$ cat config.mk
export PLATFORM = sky130hd
export DESIGN_NAME = dac_tx_sched_flat
export DESIGN_NICKNAME = d
export VERILOG_FILES = /design/src/rtl/dac_tx_sched_if.sv /design/src/rtl/dac_tx_sched.sv /design/src/flat_wrapper.sv
export SDC_FILE = /design/constraint.sdc
export NUM_CORES = 1
export LEC_CHECK = 0
export CAP_MARGIN = 20
export CORE_MARGIN = 2
export CORE_UTILIZATION = 35
export DETAILED_ROUTE_END_ITERATION = 7
export HOLD_SLACK_MARGIN = 0.06
export PLACE_DENSITY = 0.73
export SKIP_LAST_GASP = 1
export SYNTH_ARGS = -nofsm -noshare
export SYNTH_HDL_FRONTEND = slang
export SYNTH_SLANG_ARGS = --single-unit
$ cat constraint.sdc
create_clock -name clk -period 1.9 [get_ports clk]
set_input_delay 0.38 -clock clk [delete_from_list [all_inputs] [get_ports clk]]
set_output_delay 0.38 -clock clk [all_outputs]
set_load 0.02 [all_outputs]
$ cat src/rtl/dac_tx_sched_if.sv
// Sample-path bundle between the two requesters, the scheduler and the TX FIFO write port.
// The slave side is the scheduler; the master side is the surrounding requesters/FIFO.
interface dac_tx_sched_if;
  logic        req0_valid;
  logic [31:0] req0_data;
  logic        req0_ready;
  logic        req1_valid;
  logic [31:0] req1_data;
  logic        req1_ready;
  logic        data_we;
  logic [31:0] data_in;
  logic [15:0] fifo_data_cnt;
  logic        fifo_full;
  logic        fifo_empty;

  modport master (
    output req0_valid, req0_data, req1_valid, req1_data,
    output fifo_data_cnt, fifo_full, fifo_empty,
    input  req0_ready, req1_ready, data_we, data_in
  );

  modport slave (
    input  req0_valid, req0_data, req1_valid, req1_data,
    input  fifo_data_cnt, fifo_full, fifo_empty,
    output req0_ready, req1_ready, data_we, data_in
  );
endinterface

$ cat src/rtl/dac_tx_sched.sv
// DAC transmit FIFO write scheduler: two-requester burst arbiter, prefill/run/drain
// sequencing of the DAC transmit gate, high-watermark throttling and underrun tracking.
module dac_tx_sched #(
  parameter int PREFILL_LVL = 1024,
  parameter int HIGH_WM     = 30000,
  parameter int BURST_LEN   = 64
) (
  input  logic               clk,
  input  logic               reset_n,
  input  logic               enable,
  dac_tx_sched_if.slave      bus,
  output logic               tx_run,
  output logic [1:0]         state_o,
  output logic               underrun,
  output logic [15:0]        underrun_cnt,
  input  logic               underrun_clr
);

  typedef enum logic [1:0] {
    IDLE    = 2'd0,
    PREFILL = 2'd1,
    RUN     = 2'd2,
    DRAIN   = 2'd3
  } state_t;

  localparam int CNT_W = (BURST_LEN > 1) ? $clog2(BURST_LEN) : 1;
  localparam logic [CNT_W-1:0] BEAT_LAST = CNT_W'(BURST_LEN - 1);
  localparam logic [15:0] HIGH_WM_C  = 16'(HIGH_WM);
  localparam logic [15:0] PREFILL_C  = 16'(PREFILL_LVL);

  state_t           state, state_nxt;
  logic             grant, grant_nxt;
  logic [CNT_W-1:0] beat_cnt, beat_nxt;
  logic             active;
  logic             space_ok;
  logic             prefill_ok;
  logic             xfer;
  logic             gnt_valid, oth_valid;
  logic [31:0]      xfer_data;
  logic             empty_q;
  logic             ur_evt;
  logic [15:0]      cnt_eff;

  // Bit 15 of the FIFO count is never meaningful; mask it before any threshold compare.
  always_comb begin
    cnt_eff    = bus.fifo_data_cnt & 16'h7FFF;
    space_ok   = !bus.fifo_full && (cnt_eff < HIGH_WM_C);
    prefill_ok = (cnt_eff >= PREFILL_C);
  end

  // State register.
  always_ff @(posedge clk or negedge reset_n) begin
    if (!reset_n) state <= IDLE;
    else          state <= state_nxt;
  end

  // Next-state logic plus the transmit gate and the write-window qualifier.
  always_comb begin
    state_nxt = state;
    tx_run    = 1'b0;
    active    = 1'b0;
    case (state)
      IDLE: begin
        if (enable) state_nxt = PREFILL;
      end
      PREFILL: begin
        active = 1'b1;
        if (!enable)         state_nxt = DRAIN;
        else if (prefill_ok) state_nxt = RUN;
      end
      RUN: begin
        active = 1'b1;
        tx_run = 1'b1;
        if (!enable) state_nxt = DRAIN;
      end
      DRAIN: begin
        if (bus.fifo_empty) state_nxt = IDLE;
        else                tx_run    = 1'b1;
      end
      default: state_nxt = IDLE;
    endcase
  end

  // Ready/handshake decode; only the granted requester can be ready.
  always_comb begin
    bus.req0_ready = active && space_ok && !grant;
    bus.req1_ready = active && space_ok &&  grant;
    xfer      = (bus.req0_ready && bus.req0_valid) || (bus.req1_ready && bus.req1_valid);
    xfer_data = grant ? bus.req1_data : bus.req0_data;
    gnt_valid = grant ? bus.req1_valid : bus.req0_valid;
    oth_valid = grant ? bus.req0_valid : bus.req1_valid;
    state_o   = state;
  end

  // Grant rotation: a full burst flips the grant after its last beat; otherwise the
  // grant only moves on an idle cycle where the other side is waiting.
  always_comb begin
    grant_nxt = grant;
    beat_nxt  = beat_cnt;
    if (xfer) begin
      if (beat_cnt == BEAT_LAST) begin
        grant_nxt = ~grant;
        beat_nxt  = '0;
      end else begin
        beat_nxt  = beat_cnt + 1'b1;
      end
    end else if (!gnt_valid && oth_valid) begin
      grant_nxt = ~grant;
      beat_nxt  = '0;
    end
  end

  // Arbiter state registers.
  always_ff @(posedge clk or negedge reset_n) begin
    if (!reset_n) begin
      grant    <= 1'b0;
      beat_cnt <= '0;
    end else begin
      grant    <= grant_nxt;
      beat_cnt <= beat_nxt;
    end
  end

  // One-cycle registered FIFO write; data holds between writes.
  always_ff @(posedge clk or negedge reset_n) begin
    if (!reset_n) begin
      bus.data_we <= 1'b0;
      bus.data_in <= '0;
    end else begin
      bus.data_we <= xfer;
      if (xfer) bus.data_in <= xfer_data;
    end
  end

  assign ur_evt = (state == RUN) && bus.fifo_empty && !empty_q;

  // Underrun tracking: sticky flag and saturating count, clear has priority.
  always_ff @(posedge clk or negedge reset_n) begin
    if (!reset_n) begin
      empty_q      <= 1'b0;
      underrun     <= 1'b0;
      underrun_cnt <= '0;
    end else begin
      empty_q <= bus.fifo_empty;
      if (underrun_clr) begin
        underrun     <= 1'b0;
        underrun_cnt <= '0;
      end else if (ur_evt) begin
        underrun <= 1'b1;
        if (underrun_cnt != '1) underrun_cnt <= underrun_cnt + 16'd1;
      end
    end
  end

endmodule

$ cat src/flat_wrapper.sv
// flat-port wrapper written by rule: the top's interface ports become plain ports
module dac_tx_sched_flat 
#(
  parameter int PREFILL_LVL = 1024,
  parameter int HIGH_WM     = 30000,
  parameter int BURST_LEN   = 64
)
  (clk, reset_n, enable, tx_run, state_o, underrun, underrun_cnt, underrun_clr, bus_req0_valid, bus_req0_data, bus_req1_valid, bus_req1_data, bus_fifo_data_cnt, bus_fifo_full, bus_fifo_empty, bus_req0_ready, bus_req1_ready, bus_data_we, bus_data_in);
  dac_tx_sched_if bus_i ();
  input  logic clk;
  input  logic reset_n;
  input  logic enable;
  output logic tx_run;
  output logic [1:0] state_o;
  output logic underrun;
  output logic [15:0] underrun_cnt;
  input  logic underrun_clr;
  input wire logic [$bits(bus_i.req0_valid)-1:0] bus_req0_valid;
  input wire logic [$bits(bus_i.req0_data)-1:0] bus_req0_data;
  input wire logic [$bits(bus_i.req1_valid)-1:0] bus_req1_valid;
  input wire logic [$bits(bus_i.req1_data)-1:0] bus_req1_data;
  input wire logic [$bits(bus_i.fifo_data_cnt)-1:0] bus_fifo_data_cnt;
  input wire logic [$bits(bus_i.fifo_full)-1:0] bus_fifo_full;
  input wire logic [$bits(bus_i.fifo_empty)-1:0] bus_fifo_empty;
  output wire logic [$bits(bus_i.req0_ready)-1:0] bus_req0_ready;
  output wire logic [$bits(bus_i.req1_ready)-1:0] bus_req1_ready;
  output wire logic [$bits(bus_i.data_we)-1:0] bus_data_we;
  output wire logic [$bits(bus_i.data_in)-1:0] bus_data_in;
  assign bus_i.req0_valid = bus_req0_valid;
  assign bus_i.req0_data = bus_req0_data;
  assign bus_i.req1_valid = bus_req1_valid;
  assign bus_i.req1_data = bus_req1_data;
  assign bus_i.fifo_data_cnt = bus_fifo_data_cnt;
  assign bus_i.fifo_full = bus_fifo_full;
  assign bus_i.fifo_empty = bus_fifo_empty;
  assign bus_req0_ready = bus_i.req0_ready;
  assign bus_req1_ready = bus_i.req1_ready;
  assign bus_data_we = bus_i.data_we;
  assign bus_data_in = bus_i.data_in;
  dac_tx_sched #(.PREFILL_LVL(PREFILL_LVL), .HIGH_WM(HIGH_WM), .BURST_LEN(BURST_LEN)) u_core (.clk(clk), .reset_n(reset_n), .enable(enable), .bus(bus_i), .tx_run(tx_run), .state_o(state_o), .underrun(underrun), .underrun_cnt(underrun_cnt), .underrun_clr(underrun_clr));
endmodule
==> impl_metrics.csv, run 1 <==
group,metric,value,unit
timing,fmax,508,MHz
cts,root_buffer,"clkbuf_8",
power_and_ir_drop,ir_worst_vdd,0.641,mV
power_and_ir_drop,power_density,1240,mW/mm^2
place,post-dp-hpwl,5950,um
power_and_ir_drop,switching_share,0.377,
place,portBuffers,137,
power_and_ir_drop,p_int,4.14,mW
routing,wl,9020,um
final_layout,area_growth_syn_to_layout,73.6,%
final_layout,mostFrequentLayoutCells,"clkdlybuf4s50_1 (124), dfrtp_1 (55), nor2_1 (48)",
synth,synth_top_family_by_area,"simple AND/OR/NAND/NOR gates",
timing,rsz0062_at_grt,"yes",
floorplan,ios,143,
timing,setup_ws,-0.0685,ns
cts,clk_pin_slew,0.06,ns
floorplan,die_height,97.8,um
cts,clock_latency,0.33,ns
floorplan,placementRows,34,
place,place_ws,-0.795,ns
synth,synth_area_leaders,"dfrtp_1 (49%), mux2i_1 (11%), a21oi_1 (6.5%)",
synth,synth-seq-area-share,0.488,
run,drv_cap,0,
grt,grt_pass1_wl,14200,um
power_and_ir_drop,power.clock.fraction,0.161,
synth,synth_area_leader_cell,"dfrtp_1",
routing,vias,2980,
final_layout,nFillCells,719,
power_and_ir_drop,p_leak,2.25,nW
routing,wl_met1,3740,um
run_status,status,"finished, violations left",
floorplan,start_util,0.357,
synth,synth_compound_gate_area_share,0.117,
worst_setup_path,cp.arrival,1.59,ns
timing,maxSlewViolCount,0,
synth,yosys.area.top_type_share,0.488,
final_layout,regArea,0.00151,mm^2
routing,drt_first_pass_iters,4,
routing,highest_layer,"met4",
grt,grt_pass1_vias,2976,
synth,synth_mux_area_frac,0.111,
synth,ys_types,39,
synth,synthCells,317,
routing,drcViolationCount,0,
synth,syn_nets,412,
routing,ant_nets,0,
floorplan,die_w,97.8,um
grt,grt_max_degree,61,
routing,route.met2.wl,4660,um
final_layout,multi_input_area,0.00165,mm^2
final_layout,final_common_cell,"clkdlybuf4s50_1",
routing,drt_iter0_drc,90,
timing,setup_viol,20,
final_layout,antenna_cells,0,
cts,cts_tree,"done",
synth,yosys_register_bits,60,
synth,synth-simple-area-share,0.170,
min_path,hold_path.class,"flop to flop",
floorplan,coreArea,0.00864,mm^2
cts,cts_buffers,9,
grt,antenna_found_initial,0,
worst_setup_path,crit_type,"flop to primary output",
power_and_ir_drop,power_frac_seq,0.296,
power_and_ir_drop,p_comb_frac,0.543,
cts,clock_sinks,60,
worst_setup_path,cp-start-kind,"flop",
place,gp_congestion,0.811,
worst_setup_path,cp-end-kind,"primary output",
run_status,violations,"negative setup slack",
synth,syn-cell-area,0.00308,mm^2
grt,grt-ovfl-total,0,
timing,worst_pin_slew,0.453,ns
routing,via_per_inst,4.97,
synth,synthAdderAreaFrac,0.0284,
power_and_ir_drop,p_switching,2.50,mW
synth,synth_warnings,0,
timing,period_share,1.04,
final_layout,nets,582,
worst_setup_path,path_max_fanout,3,
cts,h-tree-depth,3,
cts,clk_path_buf_depth,2,
grt,globalRouteTotalUtil,0.181,
timing,period_needed,1.97,ns
timing,hold_viol,0,
timing,relSlewSlack,0.698,
timing,setup_tns,-0.586,ns
routing,wire_per_inst,15.1,um
worst_setup_path,cp.required,1.52,ns
timing,fin_skew,0.00714,ns
synth,synth_area_per_cell,9.71,um^2
final_layout,layout-drive-gt1-share,0.196,
synth,synth-xor-area-share,0.0455,
floorplan,die_area,0.00956,mm^2
routing,wl_met3,523,um
area by class of cell:
class	instances	share of cell area
clock buffer	14	0.0342
timing repair buffer	177	0.340
sequential	60	0.282
tap	108	0.0253
multi-input combinational	230	0.309
clock inverter	1	0.000936
inverter	9	0.00913
kinds of logic after synthesis:
| group | after synthesis |
|---|---|
| buffers and inverters | 27 |
| DFF | 60 |
| AOI/OAI and AO/OA | 62 |
| adders and majority gates | 7 |
| muxes | 34 |
| and+or+nand+nor | 111 |
| xor gates and xnor gates | 16 |
through the flow:
step / instance area (um^2) / total power, mW / hold slack [ns] / utilization / cells
after floorplan: 3150 / 3.73 / 0.0844 / - / 317
after global placement: 4780 / 5.04 / 0.414 / 0.553 / 571
after detailed placement: 4780 / 5.13 / 0.409 / 0.553 / 571
after CTS: 5120 / 6.42 / 0.533 / 0.593 / 591
after global routing: 5350 / 7.05 / 0.549 / 0.619 / 599
final: 5350 / 6.64 / 0.529 / 0.619 / 599
power groups by stage:
stage | clock (mW) | combinational, mW | sequential, mW
2_1_floorplan | 0 | 1.33 | 2.40
3_3_place_gp | 0 | 3.10 | 1.94
3_5_place_dp | 0 | 3.17 | 1.96
4_1_cts | 1.12 | 3.35 | 1.94
5_1_grt | 1.17 | 3.86 | 2.02
6_report | 1.07 | 3.61 | 1.96
worst max-delay path, cell delays in order, from the launching register on:
cell and delay, ns:
dfrtp_2 0.39, inv_4 0.05, ha_4 0.27, nand2b_4 0.07
nor4_2 0.28, buf_4 0.19
worst paths after layout:
path / start / end / slack [ns] / cells after the start
setup reg to reg: u_core.state_o[0] / u_core.beat_cnt[3] / -0.06 / 8
hold / removal: u_core.bus.data_in[29] / u_core.bus.data_in[29] / 0.53 / 2
setup / recovery: u_core.state_o[0] / bus_req0_ready / -0.07 / 5
min in group asynchronous: reset_n / u_core.empty_q / 0.57 / 3
hold reg to reg: u_core.bus.data_in[29] / u_core.bus.data_in[29] / 0.53 / 2
max in group asynchronous: reset_n / u_core.bus.data_in[26] / 1.04 / 3
synth_stat cells:
library cell and instances:
a2111oi_0 1, a2111oi_2 1, a211oi_1 7, a21o_1 2
a21oi_1 40, a22oi_1 1, a2bb2oi_1 1, a311oi_1 1
and2_1 1, and3_1 3, and4_1 1, buf_1 2
buf_2 8, buf_4 4, clkbuf_1 4, dfrtp_1 60
ha_1 7, inv_1 8, inv_2 1, mux2i_1 34
nand2_1 18, nand2b_1 1, nand3_1 14, nand3_2 1
nand3b_1 3, nand4_1 2, nand4bb_1 1, nor2_1 52
nor3_1 2, nor4_1 6, nor4b_1 1, o21ai_0 7
o311ai_0 1, or2_2 2, or3_1 1, or4_1 1
or4_4 1, xnor2_1 14, xor2_1 2
layer usage:
layer / vias to the layer above / GRT usage
met5: - / 0
met3: 10 / 0.0523
met4: 0 / 0.0566
met1: 1426 / 0.213
li1: 1448 / -
met2: 96 / 0.321
registers in the layout (all words and copies together) (netlist names):
register and flops:
u_core.empty_q 1, u_core.grant 1, u_core.underrun_cnt 16, u_core.beat_cnt 6
u_core.underrun 1, u_core.bus.data_we 1, u_core.state_o 2, u_core.bus.data_in 32
repair_timing:
| action | 4_1_cts | 5_1_grt |
|---|---|---|
| setup endpoints to repair | 43 | 46 |
| buffers inserted | 2 | 3 |
| hold buffers | 1 | 0 |
| pin swaps | 6 | 5 |
| endpoints found under the hold margin | 29 | 0 |
| gates cloned | 2 | 6 |
| resized for setup | 40 | 23 |
Power figures use the tool's default switching activity.
==> inputs of run 2 (changes only) <==
Settings changed: CORE_MARGIN 2 to 1.
==> run 2 against run 1 <==
Against the previous run: the run now ends clean; maximum frequency rose by 4.2%; non-clock buffer count fell by 2; critical path depth did not move; register-to-register slack improved by 0.12 ns; sequential share of layout area rose by 0.44 points; largest cell class unchanged; highest routed layer unchanged; sequential cell count did not move; worst hold slack got worse by 0.019 ns; power fell by 1.9%.
==> impl_metrics.csv, run 2 (synthesized netlist as in run 1, its figures left out) <==
group,metric,value,unit
run_status,status,"complete, no violations",
worst_setup_path,path_max_fanout,3,
timing,fmax,529,MHz
worst_setup_path,cp-start-kind,"flop",
worst_setup_path,slowest_stage,"dfrtp_2",
power_and_ir_drop,p_int,4.13,mW
worst_setup_path,cp_slowest_stage_delay,0.39,ns
cts,root_buffer,"clkbuf_8",
power_and_ir_drop,p_leak,2.23,nW
final_layout,regArea,0.00151,mm^2
cts,clk_path_buf_depth,2,
cts,clock_sinks,60,
timing,period_share,0.994,
worst_setup_path,cp.arrival,1.51,ns
grt,gr-usage-met1,0.205,
final_layout,multi_input_area,0.00159,mm^2
final_layout,regMostFlops,"u_core.bus.data_in",
timing,worst_pin_slew,0.461,ns
cts,clock_latency,0.34,ns
power_and_ir_drop,power_frac_seq,0.298,
cts,cts_buffers,9,
grt,globalRouteTotalUtil,0.182,
grt,grt_pass1_wl,12800,um
cts,cts_tree,"done",
final_layout,fin_util,0.628,
floorplan,start_util,0.367,
power_and_ir_drop,p_switching,2.39,mW
routing,vias,2930,
final_layout,final_common_cell,"clkdlybuf4s50_1",
worst_setup_path,cp.required,1.52,ns
worst_setup_path,path_cells,"inv_4 -> ha_4 -> nand2b_4 -> nor4b_4 -> buf_4",
grt,antenna_found_initial,0,
routing,drt_iter0_drc,77,
timing,maxSlewViolCount,0,
grt,use_met3,0.0585,
timing,hold_viol,0,
worst_setup_path,cp-end-kind,"primary output",
final_layout,mostFrequentLayoutCells,"clkdlybuf4s50_1 (123), dfrtp_1 (55), nor2_1 (52)",
floorplan,placementRows,33,
place,place_ws,-0.561,ns
place,post-dp-hpwl,6030,um
final_layout,largest_register_ffs,32,
grt,grt_max_degree,38,
routing,ant_nets,0,
grt,grt-ovfl-total,0,
routing,drt_first_pass_iters,4,
grt,use_met2,0.312,
floorplan,die_height,95.8,um
place,placedCellCount,571,
routing,wire_per_inst,14.1,um
power_and_ir_drop,switching_share,0.366,
grt,grt_busiest_layer,"met2",
final_layout,nets,580,
timing,rsz0062_at_grt,"yes",
final_layout,antenna_cells,0,
grt,grt_pass1_vias,2954,
final_layout,area_growth_syn_to_layout,71.0,%
routing,drcViolationCount,0,
worst_setup_path,cp_num_buf_inv,2,
final_layout,stdcell_count,595,
place,gp_congestion,0.817,
cts,h-tree-depth,3,
min_path,hold_path.class,"flop to flop",
power_and_ir_drop,power.clock.fraction,0.179,
routing,via_per_inst,4.92,
routing,wl,8410,um
final_layout,nFillCells,703,
timing,fin_skew,0.0145,ns
power_and_ir_drop,p_comb_frac,0.523,
floorplan,ios,143,
worst_setup_path,crit_type,"flop to primary output",
timing,period_needed,1.89,ns
floorplan,die_w,95.8,um
place,portBuffers,137,
timing,relSlewSlack,0.693,
cts,clk_pin_slew,0.07,ns
timing,setup_viol,0,
worst_setup_path,path_delay_family,"flip-flops",
floorplan,coreArea,0.00838,mm^2
final_layout,reg_top3,"u_core.bus.data_in: 32 flops, u_core.underrun_cnt: 16 flops, u_core.beat_cnt: 6 flops",
final_layout,layout-drive-gt1-share,0.178,
floorplan,die_area,0.00918,mm^2
run,drv_cap,0,
timing,setup_ws,0.0107,ns
power_and_ir_drop,power_density,1240,mW/mm^2
power_and_ir_drop,ir_worst_vdd,0.674,mV
run 2: cell types whose count changed in the layout (fill, tap and decap cells not counted), sizes merged:
cell / delta
clkdlybuf4s50: -1
clkinv: -1
clkbuf: +2
buf: -2
dlymetal6s2s: +1
run 2: cell type report:
cell class / count / share of cell area
well taps: 105 / 0.0250
inverters: 9 / 0.00927
clock buffers: 16 / 0.0399
repair buffers: 175 / 0.338
flip-flops and latches: 60 / 0.286
multi-input cells: 230 / 0.301
run 2: path summary, 6_finish.rpt:
check                                       start                      to  slack (ns)  depth (start not counted)
max                             u_core.state_o[0]          bus_req1_ready        0.01                          5
min                            u_core.beat_cnt[0]      u_core.beat_cnt[0]        0.51                          1
max reg2reg                u_core.underrun_cnt[0]  u_core.underrun_cnt[4]        0.06                          6
min reg2reg                    u_core.beat_cnt[0]      u_core.beat_cnt[0]        0.51                          1
max in group asynchronous                 reset_n            u_core.grant        0.70                          3
min in group asynchronous                 reset_n   u_core.bus.data_in[1]        0.53                          2
run 2: worst reg2reg max path, cell delays in order, from the launching register on:
cell and delay (ns):
dfrtp_2 0.40, ha_1 0.21, and4_1 0.22, and2_2 0.31
a2111oi_4 0.40, xnor2_1 0.16, nor2_1 0.05
run 2: per-stage QoR:
stage	cell area [um^2]	total power [mW]	hold WS [ns]	TNS, ns
after floorplan	3150	3.73	0.0844	-0.0742
after global placement	4790	5.04	0.358	-17.05
after detailed placement	4790	5.11	0.355	-19.27
after CTS	5030	6.31	0.521	-0.0897
after global routing	5270	6.92	0.532	-0.213
final	5270	6.52	0.510	0
run 2: per-layer routing:
layer / share of wire / vias up / wire, um
li1: - / 1447 / -
met4: 0.016 / 0 / 135
met5: 0 / - / 0
met2: 0.51 / 90 / 4320
met3: 0.063 / 13 / 533
met1: 0.41 / 1380 / 3430
run 2: power by group through the flow:
stage / combinational, mW / sequential (mW) / clock [mW]
after detailed placement: 3.16 / 1.95 / 0
after floorplan: 1.33 / 2.40 / 0
after global placement: 3.10 / 1.94 / 0
after CTS: 3.17 / 1.94 / 1.20
final: 3.41 / 1.94 / 1.17
after global routing: 3.68 / 1.99 / 1.25
run 2: timing repair:
item / CTS / global route
pin swaps: 4 / 4
buffers inserted: 1 / 2
hold buffers: 1 / 0
endpoints found under the hold margin: 17 / 0
endpoints found under the setup margin: 42 / 48
resized for setup: 30 / 20
gates cloned: 0 / 5
==> inputs of run 3 (changes only) <==
Settings changed: REMOVE_ABC_BUFFERS set to 1, TNS_END_PERCENT set to 10.
==> run 3 against run 2 <==
Against the previous run: the flow now finishes with violations (negative setup slack); cell area is the same; die area did not move; cell count grew 0.17%; clock skew shrank 0.0092 ns; global-route usage rose by 1.6 points; core utilization unchanged; clock-buffer cell count fell by 1; via count increased by 3.4%; sequential cell count unchanged; critical path type unchanged; critical endpoint is now bus_req0_ready; largest cell class unchanged; largest power group unchanged; highest routed layer unchanged.
==> impl_metrics.csv, run 3 (synthesized netlist as in run 1, its figures left out) <==
group,metric,value,unit
run_status,status,"finished, violations left",
run_status,violations,"negative setup slack",
power_and_ir_drop,ir_worst_vdd,0.622,mV
final_layout,nets,581,
final_layout,reg_top3,"u_core.bus.data_in: 32 flops, u_core.underrun_cnt: 16 flops, u_core.beat_cnt: 6 flops",
run,drv_cap,0,
worst_setup_path,cp.arrival,1.57,ns
timing,maxSlewViolCount,0,
cts,clock_sinks,60,
timing,fmax,514,MHz
floorplan,coreArea,0.00838,mm^2
cts,cts_buffers,9,
grt,globalRouteTotalUtil,0.197,
place,portBuffers,137,
worst_setup_path,cp-end-kind,"primary output",
place,post-dp-hpwl,6240,um
cts,cts_tree,"done",
floorplan,die_height,95.8,um
floorplan,ios,143,
final_layout,final_common_cell,"clkdlybuf4s50_1",
final_layout,regMostFlops,"u_core.bus.data_in",
grt,grt-ovfl-total,0,
timing,worst_pin_slew,0.589,ns
final_layout,area_growth_syn_to_layout,71.0,%
routing,wire_per_inst,15.1,um
place,gp_congestion,0.845,
timing,setup_viol,4,
grt,grt_pass1_vias,2974,
routing,drt_iter0_drc,75,
min_path,hold_path.class,"input pin to asynchronous set/reset pin",
timing,period_share,1.02,
grt,grt_max_degree,40,
routing,drcViolationCount,0,
timing,hold_viol,0,
timing,fin_skew,0.00530,ns
routing,drt_first_pass_iters,4,
floorplan,start_util,0.367,
timing,rsz0062_at_grt,"yes",
final_layout,layout-drive-gt1-share,0.171,
cts,root_buffer,"clkbuf_8",
timing,relSlewSlack,0.607,
final_layout,mostFrequentLayoutCells,"clkdlybuf4s50_1 (122), dfrtp_1 (59), nor2_1 (51)",
worst_setup_path,cp.required,1.52,ns
floorplan,die_w,95.8,um
cts,clock_latency,0.33,ns
worst_setup_path,crit_type,"flop to primary output",
routing,via_per_inst,5.08,
power_and_ir_drop,power_density,1220,mW/mm^2
routing,ant_nets,0,
power_and_ir_drop,p_leak,2.25,nW
routing,vias,3030,
timing,setup_tns,-0.0847,ns
worst_setup_path,path_max_fanout,3,
cts,clk_pin_slew,0.06,ns
worst_setup_path,cp-start-kind,"flop",
routing,wl,8990,um
grt,antenna_found_initial,0,
final_layout,largest_register_ffs,32,
cts,clk_path_buf_depth,2,
timing,period_needed,1.95,ns
timing,setup_ws,-0.0451,ns
power_and_ir_drop,p_total,6.44,mW
final_layout,antenna_cells,0,
floorplan,placementRows,33,
cts,h-tree-depth,3,
grt,grt_pass1_wl,13800,um
floorplan,die_area,0.00918,mm^2
[run 3: final cells by class]
class | count | area [um^2]
Multi-Input combinational cell | 230 | 1600
Tap cell | 105 | 131
Fill cell | 710 | 3120
Clock inverter | 1 | 5.00
Timing Repair Buffer | 176 | 1800
Inverter | 9 | 46.3
Clock buffer | 15 | 176
Sequential cell | 60 | 1500
[run 3: routing by layer]
metal / GRT usage / wire (um) / vias up
li1: - / - / 1446
met1: 0.240 / 3770 / 1458
met2: 0.327 / 4510 / 116
met3: 0.0616 / 600 / 10
met4: 0.0746 / 111 / 0
met5: 0 / 0 / -
[run 3: worst max-delay path: stages (launching register included)]
cell and delay, ns:
dfrtp_1 0.37, inv_2 0.06, ha_4 0.28, nand2b_4 0.07, nor4_2 0.24, buf_2 0.22
[run 3: worst paths after layout]
| kind | end | slack [ns] | start | depth (start not counted) |
|---|---|---|---|---|
| worst max-delay path | bus_req0_ready | -0.05 | u_core.state_o[0] | 5 |
| worst min-delay path | u_core.bus.data_in[2] | 0.50 | reset_n | 2 |
| worst max register to register | u_core.underrun_cnt[13] | 0.04 | u_core.underrun_cnt[0] | 7 |
| worst min register to register | u_core.beat_cnt[0] | 0.51 | u_core.beat_cnt[0] | 1 |
| max in group asynchronous | u_core.underrun_cnt[5] | 0.88 | reset_n | 3 |
| min in group clk | u_core.beat_cnt[0] | 0.51 | u_core.beat_cnt[0] | 1 |
[run 3: what timing repair did]
item                                    4_1_cts  5_1_grt
hold buffers                                  1        0
gates resized for setup                      41       22
endpoints found under the setup margin       46       54
pin swaps                                     7       10
setup buffers                                 1        1
cloned                                        0        5
endpoints found under the hold margin        12        0
[run 3: metrics by stage]
stage	area (um^2)	setup slack [ns]	hold WS [ns]	utilization	cells
after floorplan	2990	-1.12	0.0844	-	299
after global placement	4770	-0.545	0.298	0.569	572
after detailed placement	4770	-0.686	0.315	0.569	572
after CTS	5050	-0.0737	0.492	0.603	590
after global routing	5270	-0.116	0.515	0.628	596
final	5270	-0.0451	0.502	0.628	596
[run 3: where the power goes]
group,switching [mW],internal [mW],total [mW]
sequential,0.251,1.69,1.94
clock,0.463,0.580,1.04
combinational,1.71,1.74,3.45
total,2.42,4.02,6.44
